==> src/rtl/mctrl_pkg.sv <==
// Shared encodings for the multi-cycle MIPS controller: opcodes, state encoding,
// control-line codes and the decoded instruction class.
package mctrl_pkg;

    // Link register written by jal (selected by regDesCtrl = DES_RA)
    localparam logic [4:0] RA_IDX = 5'd31;

    localparam logic [5:0] OP_RTYPE = 6'h00;
    localparam logic [5:0] OP_JAL   = 6'h03;
    localparam logic [5:0] OP_BEQ   = 6'h04;
    localparam logic [5:0] OP_ORI   = 6'h0D;
    localparam logic [5:0] OP_LUI   = 6'h0F;
    localparam logic [5:0] OP_LW    = 6'h23;
    localparam logic [5:0] OP_SW    = 6'h2B;

    localparam logic [5:0] FN_JR    = 6'h08;
    localparam logic [5:0] FN_ADD   = 6'h20;
    localparam logic [5:0] FN_SUB   = 6'h22;

    typedef enum logic [2:0] {
        S_FETCH  = 3'd0,
        S_DECODE = 3'd1,
        S_EXEC   = 3'd2,
        S_MEM    = 3'd3,
        S_WB     = 3'd4,
        S_HALT   = 3'd5
    } state_t;

    localparam logic [2:0] ALU_ADD = 3'b000;
    localparam logic [2:0] ALU_SUB = 3'b001;
    localparam logic [2:0] ALU_OR  = 3'b010;
    localparam logic [2:0] ALU_AND = 3'b011;
    localparam logic [2:0] ALU_LUI = 3'b100;

    localparam logic [1:0] DES_RT = 2'b00;
    localparam logic [1:0] DES_RD = 2'b01;
    localparam logic [1:0] DES_RA = 2'b11;

    localparam logic [1:0] DATA_DM  = 2'b00;
    localparam logic [1:0] DATA_ALU = 2'b01;
    localparam logic [1:0] DATA_PC4 = 2'b11;

    localparam logic [2:0] NPC_SEQ = 3'b000;
    localparam logic [2:0] NPC_BEQ = 3'b001;
    localparam logic [2:0] NPC_JAL = 3'b010;
    localparam logic [2:0] NPC_JR  = 3'b011;

    // One-hot instruction class; exactly one field is set for any instr
    typedef struct packed {
        logic r_add;
        logic r_sub;
        logic jr;
        logic ori;
        logic lui;
        logic lw;
        logic sw;
        logic beq;
        logic jal;
        logic nop;
        logic ill;
    } instr_class_t;

    typedef struct packed {
        logic [2:0] alu_ctrl;
        logic       alu_src;
        logic       us_ext;
    } alu_cfg_t;

    // ALU operation and B-operand selection, held from EXEC through WB
    function automatic alu_cfg_t alu_cfg(input instr_class_t cls);
        alu_cfg_t cfg;
        cfg = '{alu_ctrl: ALU_ADD, alu_src: 1'b0, us_ext: 1'b0};
        if (cls.r_sub || cls.beq) cfg.alu_ctrl = ALU_SUB;
        if (cls.ori)              cfg = '{alu_ctrl: ALU_OR,  alu_src: 1'b1, us_ext: 1'b1};
        if (cls.lui)              cfg = '{alu_ctrl: ALU_LUI, alu_src: 1'b1, us_ext: 1'b0};
        if (cls.lw || cls.sw)     cfg = '{alu_ctrl: ALU_ADD, alu_src: 1'b1, us_ext: 1'b0};
        return cfg;
    endfunction

endpackage

==> src/rtl/mctrl_decode.sv <==
// Combinational classifier: instruction word -> one-hot instruction class.
// The all-zero word is nop; every unsupported opcode/funct is ill.
module mctrl_decode
    import mctrl_pkg::*;
(
    input  logic [31:0]  instr,
    output instr_class_t cls
);

    logic [5:0] op;
    logic [5:0] fn;

    assign op = instr[31:26];
    assign fn = instr[5:0];

    always_comb begin
        // NOTE: the whole struct is cleared first so every path through the case
        // assigns it; a missing default here would infer a latch.
        cls = '0;
        case (op)
            OP_RTYPE: begin
                if (instr == 32'h0) begin
                    cls.nop = 1'b1;
                end else begin
                    case (fn)
                        FN_ADD:  cls.r_add = 1'b1;
                        FN_SUB:  cls.r_sub = 1'b1;
                        FN_JR:   cls.jr    = 1'b1;
                        default: cls.ill   = 1'b1;
                    endcase
                end
            end
            OP_ORI:  cls.ori = 1'b1;
            OP_LUI:  cls.lui = 1'b1;
            OP_LW:   cls.lw  = 1'b1;
            OP_SW:   cls.sw  = 1'b1;
            OP_BEQ:  cls.beq = 1'b1;
            OP_JAL:  cls.jal = 1'b1;
            default: cls.ill = 1'b1;
        endcase
    end

endmodule

==> src/rtl/multicycle_ctrl.sv <==
// Multi-cycle MIPS sequencer: FETCH/DECODE/EXEC/MEM/WB with memory ready handshakes.
// Define MCTRL_ILLEGAL_TRAP_EN to halt on unknown encodings instead of skipping them.
module multicycle_ctrl
    import mctrl_pkg::*;
(
    input  logic        clk,
    input  logic        reset,
    input  logic [31:0] instr,
    input  logic        zero,
    input  logic        imem_rdy,
    input  logic        dm_rdy,
    output logic [2:0]  aluCtrl,
    output logic [1:0]  regDesCtrl,
    output logic [1:0]  regDataCtrl,
    output logic [2:0]  nextPCop,
    output logic        aluSrc,
    output logic        usExt,
    output logic        regWE,
    output logic        dmWE,
    output logic        dmRE,
    output logic        irWE,
    output logic        pcWE,
    output logic        retire,
    output logic        illegal
);

    state_t       state;
    instr_class_t cls;
    alu_cfg_t     cfg;
    logic         trap;
    logic         skip;
    logic         unused_zero;

    mctrl_decode u_decode (
        .instr (instr),
        .cls   (cls)
    );

    assign cfg = alu_cfg(cls);

    // Branch resolution happens in the datapath's PC mux, not here
    assign unused_zero = zero;

`ifdef MCTRL_ILLEGAL_TRAP_EN
    assign trap    = cls.ill;
    assign skip    = cls.nop;
    assign illegal = !reset && (state == S_HALT);
`else
    assign trap    = 1'b0;
    assign skip    = cls.nop | cls.ill;
    assign illegal = 1'b0;
`endif

    // NOTE: state is sequential, so it is written only with non-blocking
    // assignments; blocking here would race with readers on the same edge.
    always_ff @(posedge clk or posedge reset) begin
        if (reset) begin
            state <= S_FETCH;
        end else begin
            case (state)
                S_FETCH: begin
                    if (imem_rdy) state <= S_DECODE;
                end
                S_DECODE: begin
                    if (trap)         state <= S_HALT;
                    else if (skip)    state <= S_FETCH;
                    else if (cls.jal) state <= S_WB;
                    else              state <= S_EXEC;
                end
                S_EXEC: begin
                    if (cls.lw || cls.sw)       state <= S_MEM;
                    else if (cls.beq || cls.jr) state <= S_FETCH;
                    else                        state <= S_WB;
                end
                S_MEM: begin
                    if (dm_rdy) state <= cls.lw ? S_WB : S_FETCH;
                end
                S_WB:    state <= S_FETCH;
                S_HALT:  state <= S_HALT;
                default: state <= S_FETCH;
            endcase
        end
    end

    // Reset forces every line low immediately, independent of state
    always_comb begin
        aluCtrl     = ALU_ADD;
        regDesCtrl  = DES_RT;
        regDataCtrl = DATA_DM;
        nextPCop    = NPC_SEQ;
        aluSrc      = 1'b0;
        usExt       = 1'b0;
        regWE       = 1'b0;
        dmWE        = 1'b0;
        dmRE        = 1'b0;
        irWE        = 1'b0;
        pcWE        = 1'b0;
        if (!reset) begin
            case (state)
                S_FETCH:  irWE = imem_rdy;
                S_DECODE: pcWE = skip;
                S_EXEC: begin
                    {aluCtrl, aluSrc, usExt} = cfg;
                    if (cls.beq) begin
                        nextPCop = NPC_BEQ;
                        pcWE     = 1'b1;
                    end
                    if (cls.jr) begin
                        nextPCop = NPC_JR;
                        pcWE     = 1'b1;
                    end
                end
                S_MEM: begin
                    {aluCtrl, aluSrc, usExt} = cfg;
                    dmRE = cls.lw;
                    dmWE = cls.sw;
                    pcWE = cls.sw & dm_rdy;
                end
                S_WB: begin
                    {aluCtrl, aluSrc, usExt} = cfg;
                    regWE = 1'b1;
                    pcWE  = 1'b1;
                    if (cls.jal) begin
                        regDesCtrl  = DES_RA;
                        regDataCtrl = DATA_PC4;
                        nextPCop    = NPC_JAL;
                    end else if (cls.lw) begin
                        regDesCtrl  = DES_RT;
                        regDataCtrl = DATA_DM;
                    end else if (cls.ori || cls.lui) begin
                        regDesCtrl  = DES_RT;
                        regDataCtrl = DATA_ALU;
                    end else begin
                        regDesCtrl  = DES_RD;
                        regDataCtrl = DATA_ALU;
                    end
                end
                default: ;
            endcase
        end
    end

    assign retire = pcWE;

    a_one_write: assert property (@(posedge clk) disable iff (reset) !(regWE && dmWE));

endmodule

==> config.mk <==
export PLATFORM = sky130hd
export DESIGN_NAME = multicycle_ctrl
export DESIGN_NICKNAME = d
export VERILOG_FILES = /design/src/rtl/mctrl_pkg.sv /design/src/rtl/mctrl_decode.sv /design/src/rtl/multicycle_ctrl.sv
export SDC_FILE = /design/constraint.sdc
export NUM_CORES = 1
export LEC_CHECK = 0
export ABC_CLOCK_PERIOD_IN_PS = 4000
export CAP_MARGIN = 20
export CORE_ASPECT_RATIO = 1.4
export CORE_MARGIN = 2
export CORE_UTILIZATION = 31
export DETAILED_ROUTE_END_ITERATION = 10
export PLACE_DENSITY = 0.94
export REMOVE_ABC_BUFFERS = 1
export SLEW_MARGIN = 5
export SYNTH_ARGS = -nofsm -noshare
export SYNTH_HDL_FRONTEND = slang
export SYNTH_SLANG_ARGS = --single-unit
==> constraint.sdc <==
create_clock -name clk -period 4 [get_ports clk]
set_input_delay 0.6 -clock clk [delete_from_list [all_inputs] [get_ports clk]]
set_output_delay 0.6 -clock clk [all_outputs]
set_load 0.01 [all_outputs]
==> After elaboration in Yosys (flattened, before gate mapping) <==
Cells that the tools add are included.
{ "word_totals": {"reg_bits": 3, "in_bits": 37, "output_inout_bits": 19, "elab_cells": 89} }
{ "classes": {"n_eq_ne": 16, "n_mux": 59, "bitwise_logic": 2, "reduce_logical": 11} }
{ "op_table": {"columns": ["op", "n"], "rows": [
  ["$mux 3", 11],
  ["$logic_not 32->1", 1],
  ["$mux 1", 32],
  ["$eq 6x6->1 const B", 4],
  ["$eq 6x4->1 const B", 3],
  ["$mux 2", 9],
  ["$pmux 3 s5", 1],
  ["$mux 5", 2],
  ["$eq 3x2->1 const B", 2],
  ["$eq 3x3->1 const B", 2],
  ["$eq 6x2->1 const B", 1],
  ["$eq 6x3->1 const B", 1],
  ["$logic_not 6->1", 1],
  ["$pmux 3 s2", 1],
  ["$reduce_or 3->1", 2],
  ["$reduce_or 6->1", 1],
  ["$logic_or 1x1->1", 4],
  ["$mux 4", 1],
  ["$ne 2x2->1 const B", 2],
  ["$pmux 1 s4", 1],
  ["$eq 3x1->1 const B", 1],
  ["$logic_not 3->1", 1],
  ["$pmux 1 s2", 1],
  ["$reduce_and 2->1", 1],
  ["2 further kinds", 2]
]} }

==> Logic depth before layout (Yosys ltp) <==
Gate-level depths: netlist (run 1).
{ "logic_depth": {"word_depth": 11, "mapped_depth": 6, "ltp_nobuf": 4} }

==> Hierarchy <==
Synthesis (run 1) repeated with hierarchy kept, for this count alone.
{ "hier_totals": {"cells_unflattened": 108, "area_unflattened_um2": 755.7} }
{ "by_module_without_submodules": {"columns": ["mod", "n_inst", "cells_per_inst", "area_each_um2", "seq_area_each_um2"], "rows": [
  ["multicycle_ctrl", 1, 72, 480.5, 75.1],
  ["mctrl_decode", 1, 36, 275.3, 0.0]
]} }

==> Worst setup path after synthesis (run 1) <==
OpenSTA, ideal clock, no wires.
{ "synth_path": {"path_type": "input -> output", "from": "input port instr[29]", "to": "output port retire", "t_arrival_ns": 2.172, "required_ns": 3.400, "slack_ns": 1.228, "cell_stages": 6, "path_buffers": 2, "cell_sequence": "buf_6 or4_4 nor3_4 a211oi_2 o311ai_1 buf_4"} }
{ "synth_between": {"elab_chain_len": 6, "elab_cells_between_ends": 23, "classes_between": "eq/ne (6); mux (12); bitwise (2); reduce/logical (3)"} }
{ "synth_rtl": {"columns": ["element", "line", "rtl"], "rows": [
  ["start, declared", "multicycle_ctrl.sv:8", "input logic [31:0] instr,"],
  ["$eq 6x4->1, or another cell as far along", "mctrl_decode.sv:20", "case (op)"],
  ["$reduce_or 6->1 (no line), or another cell as far along", null, null],
  ["$pmux 1 s2, or another cell as far along", "mctrl_decode.sv:20", null],
  ["$or 1x1->1 / $mux 1 (equally long branches)", "multicycle_ctrl.sv:50, multicycle_ctrl.sv:108", null],
  ["$pmux 1 s4 *", "multicycle_ctrl.sv:99", "case (state)"],
  ["$mux 1 *", "multicycle_ctrl.sv:98", "if (!reset) begin"],
  ["end, declared", "multicycle_ctrl.sv:23", "output logic retire,"]
]} }
Mark *: on every way between the ends. The rest lies on a longest branch, timed or not.

==> Worst setup path in the final report (run 1) <==
{ "layout_path": {"from": "input port instr[29]", "to": "output port pcWE"} }
{ "layout_between": {"elab_chain_len": 6, "elab_cells_between_ends": 23, "classes_between": "eq/ne (6); mux (12); bitwise (2); reduce/logical (3)"} }
{ "layout_rtl": {"columns": ["element", "line", "rtl"], "rows": [
  ["$eq 6x4->1, or another cell as far along", "mctrl_decode.sv:20", null],
  ["$reduce_or 6->1 (no line), or another cell as far along", null, null],
  ["$pmux 1 s2, or another cell as far along", "mctrl_decode.sv:20", null],
  ["$or 1x1->1 / $mux 1 (equally long branches)", "multicycle_ctrl.sv:50, multicycle_ctrl.sv:108", null],
  ["$pmux 1 s4 *", "multicycle_ctrl.sv:99", null],
  ["$mux 1 *", "multicycle_ctrl.sv:98", null],
  ["end, declared", "multicycle_ctrl.sv:22", "output logic pcWE,"]
]} }
Marks and branches as above.

==> results of run 1 <==
metrics by stage:
stage / total power, mW / std cells / util, %
after floorplan: 0.0748 / 70 / -
after global placement: 0.112 / 122 / 49.1
after detailed placement: 0.115 / 122 / 49.1
after CTS: 0.171 / 126 / 50.6
after global routing: 0.181 / 126 / 50.6
final: 0.168 / 126 / 50.6
cell type report:
cell class / instances / area, um^2
clock buffers: 4 / 26.3
fillers: 190 / 867
inverters: 3 / 11.3
multi-input cells: 64 / 432
flip-flops and latches: 3 / 75.1
well taps: 20 / 25.0
repair buffers: 32 / 320
cell usage after synthesis, drive strengths merged (2+ instances only):
cell type / n / area, um^2
nand3b: 4 / 30.0
nand2b: 5 / 31.3
dfrtp: 3 / 75.1
nor2b: 3 / 18.8
clkbuf: 2 / 7.51
nor3: 7 / 46.3
inv: 3 / 11.3
o21a: 2 / 15.0
nor4: 2 / 12.5
nor2: 6 / 22.5
nor3b: 4 / 30.0
nand2: 6 / 22.5
a41o: 2 / 20.0
or4: 3 / 26.3
buf: 6 / 48.8
o311ai: 2 / 17.5
o41ai: 2 / 17.5
a21oi: 2 / 10.0
worst max-delay path: stages:
cell	delay (ns)
sky130_fd_sc_hd__clkdlybuf4s50_1	0.55
sky130_fd_sc_hd__or4_4	0.62
sky130_fd_sc_hd__nor3_4	0.16
sky130_fd_sc_hd__a211oi_2	0.11
sky130_fd_sc_hd__o311ai_1	0.36
sky130_fd_sc_hd__clkdlybuf4s50_1	0.61
kinds of logic (layout without fill, tap and decap cells):
logic type	Yosys count	count (layout)
and+or+nand+nor	45	45
AOI/OAI and AO/OA	17	17
buffers and inverters	11	39
DFF	3	3
other	1	2
power groups by stage:
| stage | clock, mW | sequential, mW | combinational, mW |
|---|---|---|---|
| floorplan | 0 | 0.0418 | 0.0330 |
| global placement | 0 | 0.0434 | 0.0688 |
| detailed placement | 0 | 0.0441 | 0.0709 |
| CTS | 0.0554 | 0.0441 | 0.0712 |
| global route | 0.0579 | 0.0455 | 0.0773 |
| finish | 0.0525 | 0.0444 | 0.0712 |
layer usage:
metal  wire (um)  up-vias
met5           0        -
met4          34        0
met3         137        4
met2         930       36
met1         615      327
li1            -      345
path summary, 6_finish.rpt:
| kind | to | cells after the start | startpoint |
|---|---|---|---|
| min in group asynchronous | state[0]$_DFFE_PP0P_ | 2 | reset |
| max in group asynchronous | state[1]$_DFFE_PP0P_ | 2 | reset |
| min | state[0]$_DFFE_PP0P_ | 1 | state[1]$_DFFE_PP0P_ |
| max | pcWE | 6 | instr[29] |
| max reg2reg | state[0]$_DFFE_PP0P_ | 3 | state[0]$_DFFE_PP0P_ |
| min reg2reg | state[0]$_DFFE_PP0P_ | 1 | state[1]$_DFFE_PP0P_ |
==> reports/results.md, run 1 <==
| Result | This run |
|:---|:---|
| Critical path arrival | 3.02 ns |
| Number of flops mapped to enable cells by yosys | 0 |
| Clk Latency, worst-skew pair | 0.23 ns |
| Flip-flop count of the largest register after layout | 3 |
| Cell internal power dissipation | 0.110 mW |
| Die height | 54.8 um |
| Main combinational cell family by area after synthesis | simple AND/OR/NAND/NOR gates |
| Total Nets Final | 144 |
| Wire length of the first global-routing pass | 2680 um |
| Pin count of the biggest net entering global routing | 12 |
| Number of antenna violations at the first check in global routing | 0 |
| Type of the worst min-delay path | reg2reg |
| Total of warnings raised by yosys | 0 |
| Post-Synth Adder-Cell Area | 0% |
| Ant diodes | 0 |
| Setup slack after layout | 0.382 ns |
| Avg Inst Size Synth | 7.41 um^2 |
| GRT Resource Usage Total | 17.4% |
| CTS H-tree lvls | 1 |
| Synth Area in Simple Gates | 48.5% |
| Leak Pwr | 0.332 nW |
| Clk pwr share | 31.2% |
| Sequential-to-total area share from yosys stat | 13.2% |
| Kind of capture point of the worst setup path | output port |
| Number of buffers added for setup after CTS | 0 |
| Clock tree from TritonCTS | built |
| Setup repair after global routing missed its margin | no |
| Total cell area at the placement stage | 863 um^2 |
| Registers with the most flip-flops | state: 3 flops |
| Clock-pin slew of the registers on the worst-case setup and hold paths | 0.04 ns |
| Most flop-heavy register | state |
| Via count of the first global-routing pass | 673 |
| Cells after synthesis | 77 |
| Fraction of synthesized cell area in xor and xnor cells | 0% |
| Total Die Area | 2200 um^2 |
| Met3 usage | 3.25% |
| Number of library cell types mapped by synthesis | 35 |
| Proportion of power drawn by flip-flops and latches | 26.4% |
| Part of the total power dissipated in combinational logic | 42.3% |
| Detailed-routing iteration count for the pre-antenna-repair pass | 4 |
| Number of ports placed on the die boundary | 56 |
| Final worst clock skew | 0.00215 ns |
| Per-cell routed wire length | 13.6 um |
| Global Route met2 Usage | 31.7% |
| GR peak layer | met2 |
| Areal power density over the cells | 189 nW/um^2 |
| Classification of the worst setup path | in2out |
| Top library cells by usage in the layout, fill and taps aside | sky130_fd_sc_hd__clkdlybuf4s50_1 (32), sky130_fd_sc_hd__nor3_1 (6), sky130_fd_sc_hd__nand2_1 (6), sky130_fd_sc_hd__nor2_1 (6), sky130_fd_sc_hd__nand2b_1 (5) |
| Max Clk Rate | 0.276 GHz |
| Post-synthesis to final-layout area growth | 55.9% |
| TNS Setup | 0 ns |
| Wire length after detailed routing | 1720 um |
| Flop2flop setup slack | 2.68 ns |
| DP HPWL | 1380 um |
| Final antenna-violating net count | 0 |
| Startpoint type of the worst setup path | input port |
| Max Transition Viols Final | 0 |
| Share of the cycle needed by the critical path after routing | 90.5% |
| Number of buffers inserted during clock tree synthesis | 3 |
| Worst-path fanout max | 9 |
| Worst hold-check slack | 0.630 ns |
| Count of vias placed by the detailed router | 712 |
| GRT overflow | 0 |
| DR iter-0 viols | 21 |
| IO buf count | 32 |
| Net switching power | 0.0581 mW |
| Starting density of the core | 32.5% |
| Std-Cell Core Area | 1760 um^2 |
| CTS Sinks | 3 |
| Max VDD drop | 150 uV |
| Via density per instance | 5.65 |
| Synthesized-area fraction occupied by ao, oa, aoi and oai cells | 25.9% |
| Flip-flop cell with the highest count after synthesis | sky130_fd_sc_hd__dfrtp_1 |
| Final design instance area without fill | 890 um^2 |
| Outcome | finished clean |
| Area of the mapped netlist | 571 um^2 |
| Die width | 40.3 um |
| GPL Wtd Cong | 0.840 |
| Number of endpoints failing setup at the final stage | 0 |
| Cell Rows | 18 |
| Time the worst path needs with I/O delays and setup | 3.62 ns |
| Switching portion of total power | 34.6% |
| Most common cell after layout, fill and taps aside | sky130_fd_sc_hd__clkdlybuf4s50_1 |
| Critical path data required time | 3.40 ns |
| Post-synthesis sequential element count | 3 |
| Worst slack at placement | 0.383 ns |
| DRC violations left | 0 |
| Clock Path Buffers | 2 |
| Async S/R FF share, synth | 100% |
| Fraction of final layout cells sized beyond drive strength 1 | 6.60% |
| Number of gates resized after cts | 0 |
| Hold buffers post-CTS | 0 |
| Fraction of synthesized area in multiplexers | 0% |
| GRT met1 Usage | 17.9% |
| Hold violation count in the final report | 0 |
| Root Buffer | sky130_fd_sc_hd__clkbuf_4 |
| Max-capacitance violation count | 0 |
(Power assumes the default switching activity.)
==> run 2: changes to the inputs <==
ABC_CLOCK_PERIOD_IN_PS = unset   (was 4000)
==> results of run 2 <==
Final layout, timing and power as in run 1 (identical DEF).
==> run 3: changes to the inputs <==
CORE_MARGIN = unset   (was 2)
==> run 3 against run 2 <==
  * Fmax increased by 0.78%
  * Global-route usage is 0.38 points lower
  * Clock power rose by 0.8%
  * Critical path type unchanged
  * Critical endpoint is now retire
  * Largest power group unchanged
==> reports/results.md, run 3 (same netlist as run 1, synthesis figures left out) <==
| Result | This run |
|:---|:---|
| Outcome | finished clean |
| Registers with the most flip-flops | state: 3 flops |
| Leak Pwr | 0.332 nW |
| Die width | 38.3 um |
| Ant diodes | 0 |
| Delay contributed by the slowest stage of the critical path | 0.62 ns |
| Worst-path fanout max | 9 |
| Reg2Reg Launch Point | state[0]$_DFFE_PP0P_ |
| TNS Setup | 0 ns |
| Placed Cells | 122 |
| Multi-input gate area in the final layout | 432 um^2 |
| GRT overflow | 0 |
| Flip-flop count of the largest register after layout | 3 |
| Pin count of the biggest net entering global routing | 12 |
| CP dominant cell by count | sky130_fd_sc_hd__clkdlybuf4s50_1 |
| Most flop-heavy register | state |
| Max VDD drop | 165 uV |
| Startpoint of the tightest hold check path | state[1]$_DFFE_PP0P_ |
| Number of gates resized after cts | 0 |
| Total Nets Final | 144 |
| Final antenna-violating net count | 0 |
| Critical path's slowest cell | sky130_fd_sc_hd__or4_4 |
| Via count of the first global-routing pass | 655 |
| Clock tree from TritonCTS | built |
| IO buf count | 32 |
| Family with the most delay on the worst path | buffers and inverters |
| DP HPWL | 1320 um |
| Clk Latency, worst-skew pair | 0.23 ns |
| Hold buffers post-CTS | 0 |
| Startpoint type of the worst setup path | input port |
| Kind of capture point of the worst setup path | output port |
| Post-synthesis to final-layout area growth | 55.9% |
| Critical-path cell list | clkdlybuf4s50_1 -> or4_4 -> nor3_4 -> a211oi_2 -> o311ai_1 -> clkdlybuf4s50_1 |
| Crit path from | instr[29] |
| Number of ports placed on the die boundary | 56 |
| Type of the worst min-delay path | reg2reg |
| CTS Sinks | 3 |
| Top library cells by usage in the layout, fill and taps aside | sky130_fd_sc_hd__clkdlybuf4s50_1 (32), sky130_fd_sc_hd__nor3_1 (6), sky130_fd_sc_hd__nand2_1 (6), sky130_fd_sc_hd__nor2_1 (6), sky130_fd_sc_hd__nand2b_1 (5) |
| GPL Wtd Cong | 0.940 |
| GRT Resource Usage Total | 17.0% |
| Count of vias placed by the detailed router | 703 |
| Total Die Area | 2020 um^2 |
| Number of antenna violations at the first check in global routing | 0 |
| Classification of the worst setup path | in2out |
| Final worst clock skew | 0.00134 ns |
| Number of buffers added for setup after CTS | 0 |
| Worst hold-check slack | 0.622 ns |
| Max-capacitance violation count | 0 |
| Number of buffers inserted during clock tree synthesis | 3 |
| Clock-pin slew of the registers on the worst-case setup and hold paths | 0.04 ns |
| Clock Path Buffers | 2 |
| Critical path arrival | 2.99 ns |
| Critical path data required time | 3.40 ns |
| Via density per instance | 5.58 |
| Reg area | 75.1 um^2 |
| Setup repair after global routing missed its margin | no |
| Most common cell after layout, fill and taps aside | sky130_fd_sc_hd__clkdlybuf4s50_1 |
| Number of endpoints failing setup at the final stage | 0 |
| Std-Cell Core Area | 1730 um^2 |
| Wire length of the first global-routing pass | 2470 um |
| Filler cells | 179 |
| CTS H-tree lvls | 1 |
| Root Buffer | sky130_fd_sc_hd__clkbuf_4 |
| Max Transition Viols Final | 0 |
| Max Clk Rate | 0.279 GHz |
| Time the worst path needs with I/O delays and setup | 3.59 ns |
| Share of the cycle needed by the critical path after routing | 89.7% |
| Wire length after detailed routing | 1680 um |
| Post-layout utilization of the core | 51.3% |
| Hold violation count in the final report | 0 |
| Areal power density over the cells | 190 nW/um^2 |
| Cell Rows | 18 |
| Fraction of final layout cells sized beyond drive strength 1 | 6.60% |
| DRC violations left | 0 |
| DR iter-0 viols | 11 |
| Number of standard cells in the final layout excluding fillers | 126 |
| Detailed-routing iteration count for the pre-antenna-repair pass | 4 |
| Buffers and inverters on the worst path | 2 |
| Die height | 52.8 um |
| Overall power | 0.169 mW |
| Starting density of the core | 32.9% |
| Per-cell routed wire length | 13.3 um |
[run 3: worst paths after layout]
kind	to	slack, ns	cells after the start
max in group asynchronous	state[1]$_DFFE_PP0P_	3.10	2
max reg2reg	state[0]$_DFFE_PP0P_	2.63	3
max	retire	0.41	6
min	state[0]$_DFFE_PP0P_	0.62	1
min in group asynchronous	state[2]$_DFFE_PP0P_	0.74	2
min reg2reg	state[0]$_DFFE_PP0P_	0.62	1
[run 3: layout make-up]
type / instances / area share [%]
Tap cell: 20 / 2.81
Multi-Input combinational cell: 64 / 48.5
Clock buffer: 4 / 2.95
Sequential cell: 3 / 8.44
Inverter: 3 / 1.27
Timing Repair Buffer: 32 / 36.0
[run 3: layer usage]
layer  wire length, um  vias up  GRT usage (%)
met2               895       29           30.5
met5                 0        -              0
met1               651      321           18.1
met4                40        0           11.9
li1                  -      349              -
met3                95        4          0.426
[run 3: where the power goes]
part	internal (mW)	switching (mW)
Clock	0.0374	0.0155
Sequential	0.0344	0.0101
Combinational	0.0383	0.0332
Total	0.110	0.0588
[run 3: stage by stage]
stage / setup slack [ns] / cell area [um^2]
2_1_floorplan: 1.38 / 518
3_3_place_gp: 0.422 / 863
3_5_place_dp: 0.394 / 863
4_1_cts: 0.397 / 890
5_1_grt: 0.265 / 890
6_report: 0.410 / 890
